[config.mk]
export PLATFORM = sky130hd
export DESIGN_NAME = divider_sweep_controller
export DESIGN_NICKNAME = d
export VERILOG_FILES = /design/src/rtl/divider_sweep_controller_pkg.sv /design/src/rtl/sweep_table.sv /design/src/rtl/divider_sweep_controller.sv
export SDC_FILE = /design/constraint.sdc
export NUM_CORES = 1
export LEC_CHECK = 0
export ABC_AREA = 1
export CAP_MARGIN = 15
export CORE_ASPECT_RATIO = 0.75
export CORE_MARGIN = 2
export CORE_UTILIZATION = 44
export DETAILED_ROUTE_END_ITERATION = 10
export PLACE_DENSITY = 0.63
export SYNTH_ARGS = -nofsm -noshare
export SYNTH_HDL_FRONTEND = slang
export SYNTH_SLANG_ARGS = --single-unit
[constraint.sdc]
create_clock -name clock_in -period 4.5 [get_ports clock_in]
set_input_delay 0.675 -clock clock_in [delete_from_list [all_inputs] [get_ports clock_in]]
set_output_delay 0.675 -clock clock_in [all_outputs]
set_load 0.02 [all_outputs]
[src/rtl/divider_sweep_controller_pkg.sv]
// Shared state encoding and ratio constants for the divider sweep controller.
package divider_sweep_controller_pkg;

    localparam logic [1:0] IDLE = 2'd0;
    localparam logic [1:0] ARM  = 2'd1;
    localparam logic [1:0] RUN  = 2'd2;

    localparam int DEFAULT_N = 26;
    localparam int N_MIN     = 2;

endpackage

[src/rtl/sweep_table.sv]
// Sweep table: DEPTH entries of {ratio, hold}, clamped on write, async-read.
// Latency: write lands on the next clock_in edge; read is combinational.
// Backpressure: none, a write is accepted every cycle in any controller state.
module sweep_table #(
    parameter int WIDTH      = 5,
    parameter int DEPTH      = 8,
    parameter int HOLD_WIDTH = 8,
    parameter int DEFAULT_N  = 26
) (
    input  logic                     clock_in,
    input  logic                     reset,
    input  logic                     we,
    input  logic [$clog2(DEPTH)-1:0] wr_addr,
    input  logic [WIDTH-1:0]         wr_n,
    input  logic [HOLD_WIDTH-1:0]    wr_hold,
    input  logic [$clog2(DEPTH)-1:0] rd_addr,
    output logic [WIDTH-1:0]         rd_n,
    output logic [HOLD_WIDTH-1:0]    rd_hold
);
    import divider_sweep_controller_pkg::*;

    localparam logic [WIDTH-1:0]      N_FLOOR = WIDTH'(N_MIN);
    localparam logic [HOLD_WIDTH-1:0] HOLD_1  = HOLD_WIDTH'(1);

    logic [WIDTH-1:0]      tbl_n    [DEPTH];
    logic [HOLD_WIDTH-1:0] tbl_hold [DEPTH];

    // A ratio below 2 or a zero hold would stall the divider, so clamp at the write port.
    always_ff @(posedge clock_in or posedge reset) begin
        if (reset) begin
            for (int i = 0; i < DEPTH; i++) begin
                tbl_n[i]    <= WIDTH'(DEFAULT_N);
                tbl_hold[i] <= HOLD_1;
            end
        end else if (we) begin
            tbl_n[wr_addr]    <= (wr_n < N_FLOOR) ? N_FLOOR : wr_n;
            tbl_hold[wr_addr] <= (wr_hold == '0) ? HOLD_1 : wr_hold;
        end
    end

    assign rd_n    = tbl_n[rd_addr];
    assign rd_hold = tbl_hold[rd_addr];

endmodule

[src/rtl/divider_sweep_controller.sv]
// Steps a frequency_divider ratio through a programmed table, changing n only at period boundaries.
// Latency: n updates on the edge after the divider counter enters 0; done pulses on that same edge.
// Backpressure: none; start is ignored while busy, stop is held pending until the next boundary.
module divider_sweep_controller #(
    parameter int WIDTH      = 5,
    parameter int DEPTH      = 8,
    parameter int HOLD_WIDTH = 8,
    parameter int DEFAULT_N  = divider_sweep_controller_pkg::DEFAULT_N
) (
    input  logic                     clock_in,
    input  logic                     reset,
    input  logic                     cfg_we,
    input  logic [$clog2(DEPTH)-1:0] cfg_addr,
    input  logic [WIDTH-1:0]         cfg_n,
    input  logic [HOLD_WIDTH-1:0]    cfg_hold,
    input  logic [$clog2(DEPTH)-1:0] last_idx,
    input  logic                     loop_en,
    input  logic                     start,
    input  logic                     stop,
    input  logic [WIDTH-1:0]         counter,
    output logic [WIDTH-1:0]         n,
    output logic [$clog2(DEPTH)-1:0] idx,
    output logic                     busy,
    output logic                     done
);
    import divider_sweep_controller_pkg::*;

    localparam int              AW    = $clog2(DEPTH);
    localparam logic [WIDTH-1:0] N_DEF = WIDTH'(DEFAULT_N);

    logic [1:0]            state;
    logic [1:0]            state_nxt;
    logic [WIDTH-1:0]      counter_q;
    logic                  bnd;
    logic                  stop_pend;
    logic                  stop_any;
    logic [AW-1:0]         last_q;
    logic [AW-1:0]         rd_idx;
    logic [HOLD_WIDTH-1:0] hold_cnt;
    logic [HOLD_WIDTH-1:0] tbl_hold;
    logic [WIDTH-1:0]      tbl_n;
    logic                  do_load;
    logic                  do_dec;
    logic                  do_idle;
    logic                  do_done;

    assign bnd      = (counter == '0) && (counter_q != '0);
    assign stop_any = stop_pend | stop;

    sweep_table #(
        .WIDTH      (WIDTH),
        .DEPTH      (DEPTH),
        .HOLD_WIDTH (HOLD_WIDTH),
        .DEFAULT_N  (DEFAULT_N)
    ) u_table (
        .clock_in (clock_in),
        .reset    (reset),
        .we       (cfg_we),
        .wr_addr  (cfg_addr),
        .wr_n     (cfg_n),
        .wr_hold  (cfg_hold),
        .rd_addr  (rd_idx),
        .rd_n     (tbl_n),
        .rd_hold  (tbl_hold)
    );

    always_ff @(posedge clock_in or posedge reset) begin
        if (reset) state <= IDLE;
        else       state <= state_nxt;
    end

    // Natural completion outranks a pending stop so done is still reported.
    always_comb begin
        state_nxt = state;
        rd_idx    = '0;
        do_load   = 1'b0;
        do_dec    = 1'b0;
        do_idle   = 1'b0;
        do_done   = 1'b0;
        case (state)
            IDLE: if (start && !stop) state_nxt = ARM;
            ARM: if (bnd) begin
                if (stop_any) do_idle = 1'b1;
                else          do_load = 1'b1;
            end
            RUN: if (bnd) begin
                if (hold_cnt > HOLD_WIDTH'(1)) begin
                    if (stop_any) do_idle = 1'b1;
                    else          do_dec  = 1'b1;
                end else if (idx < last_q) begin
                    if (stop_any) do_idle = 1'b1;
                    else begin
                        do_load = 1'b1;
                        rd_idx  = idx + AW'(1);
                    end
                end else if (loop_en) begin
                    if (stop_any) do_idle = 1'b1;
                    else          do_load = 1'b1;
                end else begin
                    do_idle = 1'b1;
                    do_done = 1'b1;
                end
            end
            default: state_nxt = IDLE;
        endcase
        if (do_load) state_nxt = RUN;
        if (do_idle) state_nxt = IDLE;
    end

    always_comb begin
        busy = (state == ARM) || (state == RUN);
    end

    always_ff @(posedge clock_in or posedge reset) begin
        if (reset) begin
            counter_q <= '0;
            n         <= N_DEF;
            idx       <= '0;
            hold_cnt  <= '0;
            last_q    <= '0;
            stop_pend <= 1'b0;
            done      <= 1'b0;
        end else begin
            counter_q <= counter;
            done      <= do_done;
            if (state == IDLE && start && !stop) last_q <= last_idx;
            if (state_nxt == IDLE) stop_pend <= 1'b0;
            else if (stop)         stop_pend <= 1'b1;
            if (do_load) begin
                n        <= tbl_n;
                hold_cnt <= tbl_hold;
                idx      <= rd_idx;
            end else if (do_dec) begin
                hold_cnt <= hold_cnt - HOLD_WIDTH'(1);
            end else if (do_idle) begin
                n   <= N_DEF;
                idx <= '0;
            end
        end
    end

endmodule

==> summary.txt, run 1 <==
GP Congestion - 0.806
Setup skew after layout - 0.00965 ns
Status - completed
Power Density - 469 nW/um2
RSZ-0062 raised after global routing - no
Post-cts repair resize count - 0
Met3 Routed Length - 727 um
Residual DRC - 0
R2R depth - 12
CP required - 4.81 ns
Max Slew Vio Count - 0
CP arrival - 3.36 ns
Die H - 111 um
CTS sink cnt - 132
Met2 WL post-DR - 7.44 mm
Clock period minus worst slack - 3.06 ns
CTS clock-pin slew for the worst setup and hold paths - 0.06 ns
Setup_tns - 0 ns
Setup CP Type - reg2reg
Nets@finish - 919
Later-pin clock latency in the skew report - 0.42 ns
Clk Tree Root Cell - clkbuf_16
Clock Path Buffers - 2
Setup Fix Bufs, Post-CTS - 0
I/O pins - 40
Synthesized area per cell - 7.89 um2
DR vias/cell - 5.01
CP Max Fanout - 34
DR pass1 iterations - 5
Crit. End Element - flip-flop
Net Count, Synth - 887
Commonest non-fill, non-tap cell in the layout - nand2_1
Synth area leader - dfrtp_1
TritonCTS clock tree - built
First-pass GRT wire length - 28.6 mm
HP Class - reg2reg
Core Box Area - 15,000 um2
# rows - 39
IO buf count - 39
DP Area - 7240 um2
Worst Tran Pin Value - 0.746 ns
Global Route Usage Sum - 22.6%
Ys async rst share - 100%
Predominant post-synthesis flop cell - dfrtp_1
Final antenna-violating net count - 0
CTS Buf Count - 17
Routed WL - 17.0 mm
Syn. warnings - 0
Synth-to-Final Area Change - 16.4%
Initial antenna violation count - 0
Total power - 3.65 mW
Largest net degree at the start of global routing - 85
Post-synth EDFFs - 0
Iter 0 DRT Violations - 433
Hold Slack - 0.473 ns
Worst Hold Path Cells - 2
H-tree depth - 4
Proportion of netlist area held by the largest area contributor - 36.3%
Number of global-route vias before repair - 5,390
Met1 WL - 8.58 mm
Full die area - 16,200 um2
Initial Util - 44.5%
Wire per inst - 15.5 um
FMAX - 0.327 GHz
Post-route cell area - 7800 um2
VDD IR-drop max - 0.323 mV
Fraction of layout cells with a size suffix above 1 - 12.3%
Vias - 5,509
Cell variety after synth - 35
# setup viols final - 0
Diodes inserted - 0
Highest Signal Layer - met4
Netlist Area Pre-Place - 6700 um2
Worst setup SP type - flip-flop
Grt ovf - 0
Largest cells by area after synthesis - dfrtp_1 36%, dfstp_2 14%, nand2_1 14%, o21ai_0 8.1%, nand3_1 6.7%
Leak - 3.63 nW
Setup WS pre-CTS - 1.07 ns
DPL Wire Length - 11.4 mm
Chip width - 146 um
# fillers - 1,471
#FFs+latches synth - 132
Cts hold-fix bufs - 0
Maxcap violations - 0
Sequential share of the synthesized area - 50.0%
Slew margin rel. - 50.3%
Post-Syn Instances - 849
Final Hold Viols - 0
Crit share post-route - 67.9%
Final setup margin - 1.44 ns
Most frequent cells in the layout - 245 x nand2_1, 117 x inv_1, 108 x o21ai_0, 97 x dfrtp_1, 89 x nand3_1
-- state kept, by name, indices dropped and copies added, names as in the netlist --
signal,flops
idx,3
state,2
stop_pend,1
counter_q,5
done,1
u_table.tbl_n,40
u_table.tbl_hold,64
last_q,3
hold_cnt,8
n,5
-- path summary, 6_finish.rpt --
path,startpoint,end,slack [ns]
worst min register to register,u_table.tbl_hold[40],u_table.tbl_hold[40],0.47
worst max-delay path,hold_cnt[0],n[2],1.44
min in group asynchronous,reset,u_table.tbl_n[2],0.78
max in group asynchronous,reset,u_table.tbl_hold[29],2.83
worst min-delay path,u_table.tbl_hold[40],u_table.tbl_hold[40],0.47
worst max register to register,hold_cnt[0],n[2],1.44
-- power by group --
group          leakage, nW  switching [mW]  internal (mW)  total, mW
Sequential            1.54           0.127           1.50       1.63
Clock                0.262           0.562          0.762       1.32
Combinational         1.82           0.423          0.279      0.701
-- routing by layer --
| layer | up-vias | track usage, % |
|---|---|---|
| met5 | - | 0 |
| met4 | 0 | 6.41 |
| met3 | 21 | 4.28 |
| met2 | 123 | 34.2 |
| met1 | 2621 | 33.4 |
| li1 | 2744 | - |
-- per-stage QoR --
step,utilization (%),instances
after floorplan,-,849
after global placement,48.2,1067
after detailed placement,48.2,1067
after CTS,51.9,1099
after global routing,51.9,1099
final,51.9,1099
-- synth_stat cells (2+ instances only) --
cell type	number
nor2_4	4
a21oi_1	10
o211ai_2	2
buf_6	6
mux2_2	2
nand3_2	2
inv_1	118
inv_2	8
clkinv_1	2
clkbuf_1	22
xor2_1	6
nor2_1	32
nor2_2	3
o211ai_1	7
nand2_2	2
nor3_1	2
nand3_4	2
nand4_1	3
dfstp_2	35
o21ai_1	4
nand3_1	89
ha_1	8
dfrtp_1	97
nand3b_1	12
buf_2	10
nand2_1	245
o21ai_0	108
-- logic make-up (layout without fill, tap and decap cells) --
logic type	count (synthesis)	count (layout)	share of synthesized area [%]
buf+inv	167	212	10.3
compound gates	135	135	10.7
fa+ha+maj	8	8	1.50
flops	132	132	50.0
xor+xnor	6	6	0.785
simple gates	399	399	26.4
mux	2	2	0.336
-- cell type report --
cell class                      instances  area [um2]  area share (%)
Multi-Input combinational cell        550        2660            34.2
Sequential cell                       132        3350            42.9
Clock buffer                           17         425            5.46
Inverter                              128         485            6.23
Clock inverter                         15         131            1.69
Tap cell                              205         256            3.29
Timing Repair Buffer                   52         488            6.26
-- worst max-delay path: stages, from the launching register on --
cell and delay (ns):
dfrtp_1 0.41, inv_1 0.12, ha_1 0.24, nor2_1 0.07
nor2_2 0.15, nand3_4 0.11, nor2_8 0.42, nand2_2 0.56
buf_4 0.44, a21oi_1 0.18, o21ai_1 0.09, nand3_1 0.07
nand3_1 0.06
(Power assumes the default switching activity.)
==> inputs of run 2 (changes only) <==
--- a/config.mk
+++ b/config.mk
@@ -11,7 +11,7 @@
 export CORE_MARGIN = 2
 export CORE_UTILIZATION = 44
 export DETAILED_ROUTE_END_ITERATION = 10
-export PLACE_DENSITY = 0.63
+export PLACE_DENSITY = 0.65
 export SYNTH_ARGS = -nofsm -noshare
 export SYNTH_HDL_FRONTEND = slang
 export SYNTH_SLANG_ARGS = --single-unit
==> constraint.sdc (replaced) <==
create_clock -name clock_in -period 2.65 [get_ports clock_in]
set_input_delay 0.3975 -clock clock_in [delete_from_list [all_inputs] [get_ports clock_in]]
set_output_delay 0.3975 -clock clock_in [all_outputs]
set_load 0.02 [all_outputs]
==> summary.txt, run 2 (synthesis gave the netlist of run 1 again) <==
Status - completed
CP bufs+invs - 1 (-1)
Crit share post-route - 91.3% (+23 points)
Global Route Usage Sum - 22.2% (-0.42 points)
Most numerous cell on the critical path - nand2_1
FMAX - 0.413 GHz (+26%)
Clk Tree Root Cell - clkbuf_16
Biggest regs - u_table.tbl_hold x64, u_table.tbl_n x40, hold_cnt x8
I/O pins - 40 (unchanged)
Number of global-route vias before repair - 5,439 (+0.91%)
Full die area - 16,200 um2 (unchanged)
Setup CP Type - reg2reg
Wire per inst - 15.1 um (-2.4%)
Maxcap violations - 0 (unchanged)
Most frequent cells in the layout - 245 x nand2_1, 117 x inv_1, 108 x o21ai_0, 97 x dfrtp_1, 89 x nand3_1
Leak - 3.73 nW (+2.8%)
CTS sink cnt - 132 (unchanged)
DP Area - 7380 um2 (+2.0%)
Core Box Area - 15,000 um2 (unchanged)
RSZ-0062 raised after global routing - no
Routed WL - 16.8 mm (-1.1%)
Slew margin rel. - 69.0% (+19 points)
VDD IR-drop max - 0.449 mV (+39%)
Final setup margin - 0.230 ns (-1.21 ns)
Synth-to-Final Area Change - 18.9%
# fillers - 1,454 (-1.2%)
CP max stage delay - 0.45 ns (-0.11 ns)
GP Congestion - 0.863 (+7.1%)
Critical path depth - 12 (unchanged)
Fraction of layout cells with a size suffix above 1 - 13.7% (+1.4 points)
CP arrival - 2.77 ns (-0.59 ns)
IO buf count - 39 (unchanged)
Post-route cell area - 7960 um2 (+2.1%)
Die H - 111 um (unchanged)
Clock period minus worst slack - 2.42 ns (-0.638 ns)
Worst Hold Path Cells - 1 (-1)
CTS Buf Count - 17 (unchanged)
Clock Path Buffers - 2 (unchanged)
Hold endpoint - counter_q[4]
Worst path slowest cell - dfrtp_1
Worst setup SP type - flip-flop
Cts hold-fix bufs - 0 (unchanged)
Hold Slack - 0.447 ns (-0.0262 ns)
Diodes inserted - 0 (unchanged)
Worst r2r dst - hold_cnt[4]
Chip width - 146 um (unchanged)
Max Slew Vio Count - 0 (unchanged)
Grt ovf - 0 (unchanged)
Nets@finish - 933 (+1.5%)
Post-route insts no fill - 1,113 (+1.3%)
Multi-input logic area - 2660 um2 (unchanged)
Post-cts repair resize count - 0 (unchanged)
Later-pin clock latency in the skew report - 0.42 ns (about the same)
Cell family with most CP delay - simple AND/OR/NAND/NOR gates
CP Cell Sequence - ha_1 > a21oi_1 > nand2_2 > nand2_1 > nand2_1 > nand2_1 > nand3_4 > nor2_4 > nand2_1 > nand3_1 > nand2_1 > inv_1
Residual DRC - 0 (unchanged)
Reg area - 3350 um2 (unchanged)
Initial antenna violation count - 0 (unchanged)
DR pass1 iterations - 5 (unchanged)
Largest net degree at the start of global routing - 69 (-19%)
R2R setup slack - 0.23 ns (-1.21 ns)
Vias - 5,648 (+2.5%)
TritonCTS clock tree - built
FF-to-FF Start - idx[2]
Setup_tns - 0 ns (unchanged)
Iter 0 DRT Violations - 489 (+13%)
Number of flip-flops in the largest register - 64 (unchanged)
First-pass GRT wire length - 28.4 mm (-0.84%)
CTS clock-pin slew for the worst setup and hold paths - 0.06 ns (about the same)
Final Hold Viols - 0 (unchanged)
DPL Wire Length - 11.3 mm (-0.72%)
Final antenna-violating net count - 0 (unchanged)
DR vias/cell - 5.07 (+1.2%)
Placed insts - 1,081 (+1.3%)
Power Density - 789 nW/um2 (+68%)
Commonest non-fill, non-tap cell in the layout - nand2_1
Setup skew after layout - 0.0126 ns (+0.00295 ns)
CP required - 3.00 ns (-1.81 ns)
HP Class - in2reg
# setup viols final - 0 (unchanged)
H-tree depth - 4 (unchanged)
Hold_sp - counter[4]
CP Max Fanout - 17 (-50%)
Setup WS pre-CTS - 0.169 ns (-0.903 ns)
Crit. End Element - flip-flop
# rows - 39 (unchanged)
Most flop-heavy register - u_table.tbl_hold
Initial Util - 44.5% (unchanged)
R2R depth - 12 (unchanged)
Setup Fix Bufs, Post-CTS - 0 (unchanged)
Worst Tran Pin Value - 0.465 ns (-0.281 ns)
-- run 2: routing by layer --
layer | track usage, % | up-vias | wire length, um | share of wire, %
met4 | 6.34 | 0 | 223 | 1.3
met3 | 3.58 | 21 | 768 | 4.6
met2 | 33.0 | 164 | 7210 | 43
met5 | 0 | - | 0 | 0
met1 | 33.7 | 2693 | 8610 | 51
li1 | - | 2770 | - | -
-- run 2: stage by stage --
stage / total power, mW / utilization, %
2_1_floorplan: 3.59 / -
5_1_grt: 6.65 / 53.0
3_5_place_dp: 3.99 / 49.1
6_report: 6.29 / 53.0
4_1_cts: 6.33 / 53.0
3_3_place_gp: 3.97 / 49.1
-- run 2: worst max path at each step --
stage / slack [ns] / to / startpoint
after global placement: 0.24 / hold_cnt[7] / counter[3]
after floorplan: 0.64 / counter_q[0] / reset
after detailed placement: 0.17 / hold_cnt[4] / counter[3]
final: 0.23 / hold_cnt[4] / idx[2]
after global routing: 0.07 / n[3] / idx[2]
after CTS: 0.26 / hold_cnt[4] / idx[2]
-- run 2: cell type report --
class                      instances  share of cell area (%)
clock buffer                      17                    5.34
clock inverter                    15                    1.96
inverter                         128                    6.08
multi-input combinational        550                    33.4
sequential                       132                    42.0
tap                              205                    3.22
timing repair buffer              66                    7.92
-- run 2: power by group --
part           total (mW)  internal (mW)  switching [mW]  leakage [nW]
Combinational        1.21          0.490           0.716          1.91
Clock                2.32           1.39           0.926         0.284
Sequential           2.76           2.55           0.211          1.54
Total                6.29           4.43            1.85          3.73
==> RTL edit (flow settings as in run 2) <==
`DEPTH` is set to 8 in 2 places; all go to 16.
--- a/src/rtl/sweep_table.sv
+++ b/src/rtl/sweep_table.sv
@@ -3,7 +3,7 @@
 // Backpressure: none, a write is accepted every cycle in any controller state.
 module sweep_table #(
     parameter int WIDTH      = 5,
-    parameter int DEPTH      = 8,
+    parameter int DEPTH      = 16,
     parameter int HOLD_WIDTH = 8,
     parameter int DEFAULT_N  = 26
 ) (
--- a/src/rtl/divider_sweep_controller.sv
+++ b/src/rtl/divider_sweep_controller.sv
@@ -3,7 +3,7 @@
 // Backpressure: none; start is ignored while busy, stop is held pending until the next boundary.
 module divider_sweep_controller #(
     parameter int WIDTH      = 5,
-    parameter int DEPTH      = 8,
+    parameter int DEPTH      = 16,
     parameter int HOLD_WIDTH = 8,
     parameter int DEFAULT_N  = divider_sweep_controller_pkg::DEFAULT_N
 ) (
Interface: changed (resized cfg_addr, idx and last_idx); port bits go from 40 to 43. The function was not compared with the original's and may differ.
==> RTL edit against run 2 <==
Clock skew decreased by 0.0016 ns; cell area increased by 76%; synthesized area increased by 74%; total power increased by 76%; non-clock buffer count increased by 82; sequential power increased by 84%; routed wire length increased by 110%; synthesized cell count increased by 72%; worst setup slack got worse by 0.066 ns; sequential cell count increased by 106; largest cell class unchanged; largest power group unchanged.
==> RTL edit: results (changes against run 2) <==
[clocking]
cts_buffer_depth=3  ; was 2
insertion_delay_ns=0.52  ; was 0.42 ns

[outcome]
outcome=finished, final reports clean  ; unchanged

[placement]
numPortBuffers=42  ; was 39
gp_congestion=0.8827  ; was 0.8634
dp_cells=1859  ; was 1,081
place_area_um2=13050  ; was 7381 µm²
dp_hpwl_um=22900  ; was 11,280 µm
pre_cts_ws_ns=-0.1284  ; was 0.1688 ns

[grt]
first_global_vias=9609  ; was 5,439
grt_max_degree=102  ; was 69
grt_pass1_wl_um=53860  ; was 28,410 µm
grt_usage_pct=25.19  ; was 22.22%

[layout]
drive_above_1_share_pct=15.93  ; was 13.66%
reg_top3=u_table.tbl_hold: 128 flops, u_table.tbl_n: 80 flops, hold_cnt: 8 flops  ; was u_table.tbl_hold: 64 flops, u_table.tbl_n: 40 flops, hold_cnt: 8 flops
fin_nets=1592  ; was 933
regArea_um2=6040  ; was 3347 µm²

[routing]
vias=10182  ; was 5,648
vias_per_cell=5.323  ; was 5.075
drtIter0Drc=915  ; was 489

[critical_path]
crit_fanout=11  ; was 17
cp_data_arrival_time_ns=2.90  ; was 2.77 ns
rr_worst_depth=15  ; was 12

[power_and_ir_drop]
peakVddDrop_uv=662.0  ; was 448.6 µV
leakage_nw=6.541  ; was 3.733 nW

[synthesis]
yosys-top-cells-area=dfrtp_1 37%, dfstp_2 15%, nand2_1 12%  ; was dfrtp_1 36%, dfstp_2 14%, nand2_1 14%
yosysUniqueCellTypes=40  ; was 35
syn-num-nets=1498  ; was 887
avgSynthCellArea_um2=7.980  ; was 7.886 µm²
ys_top_cells_by_count=375 x nand2_1, 217 x o21ai_0, 183 x inv_1  ; was 245 x nand2_1, 118 x inv_1, 108 x o21ai_0
synth.mux.area_fraction_pct=0.2905  ; was 0.3364%

[timing]
relSlewSlack_pct=50.30  ; was 68.99%

[min_path]
holdCritPathClass=in2async  ; was in2reg

## RTL edit: per-layer routing
| layer | global-route usage (%) | wire, µm | share of wire (%) | vias up |
|---|---|---|---|---|
| li1 | - | - | - | 4884 |
| met1 | 37.58 | 16190 | 47 | 4904 |
| met2 | 38.99 | 15200 | 44 | 350 |
| met3 | 3.593 | 2541 | 7.4 | 44 |
| met4 | 5.425 | 625 | 1.8 | 0 |
| met5 | 0 | 0 | 0 | - |
## RTL edit: cell type report
| type | count | share of cell area [%] |
|---|---|---|
| clock inverters | 8 | 0.5180 |
| well taps | 344 | 3.073 |
| multi-input cells | 950 | 32.73 |
| flip-flops and latches | 238 | 43.11 |
| clock buffers | 37 | 5.154 |
| inverters | 188 | 5.082 |
| repair buffers | 148 | 10.33 |
## RTL edit: report_power, final
part / total [W] / switching [W] / internal, W / leakage (nW)
Clock: 0.00345 / 0.00147 / 0.00198 / 0.382
Combinational: 0.00256 / 0.00152 / 0.00104 / 3.37
Sequential: 0.00508 / 0.000402 / 0.00468 / 2.79
## RTL edit: repair_timing
item                       CTS  global route
resized for setup            0            15
buffers inserted             0             6
hold endpoints to repair     0             0
setup endpoints to repair    0            14
## RTL edit: worst paths after layout
check                                            from                     to  slack [ns]
worst max-delay path                           idx[3]                   n[0]        0.16
worst min-delay path                            reset  u_table.tbl_hold[118]        0.35
worst max register to register                 idx[3]                   n[0]        0.16
worst min register to register  u_table.tbl_hold[120]  u_table.tbl_hold[120]        0.47
max in group asynchronous                       reset      u_table.tbl_n[18]        1.41
min in group clock_in                      counter[4]           counter_q[4]        0.35
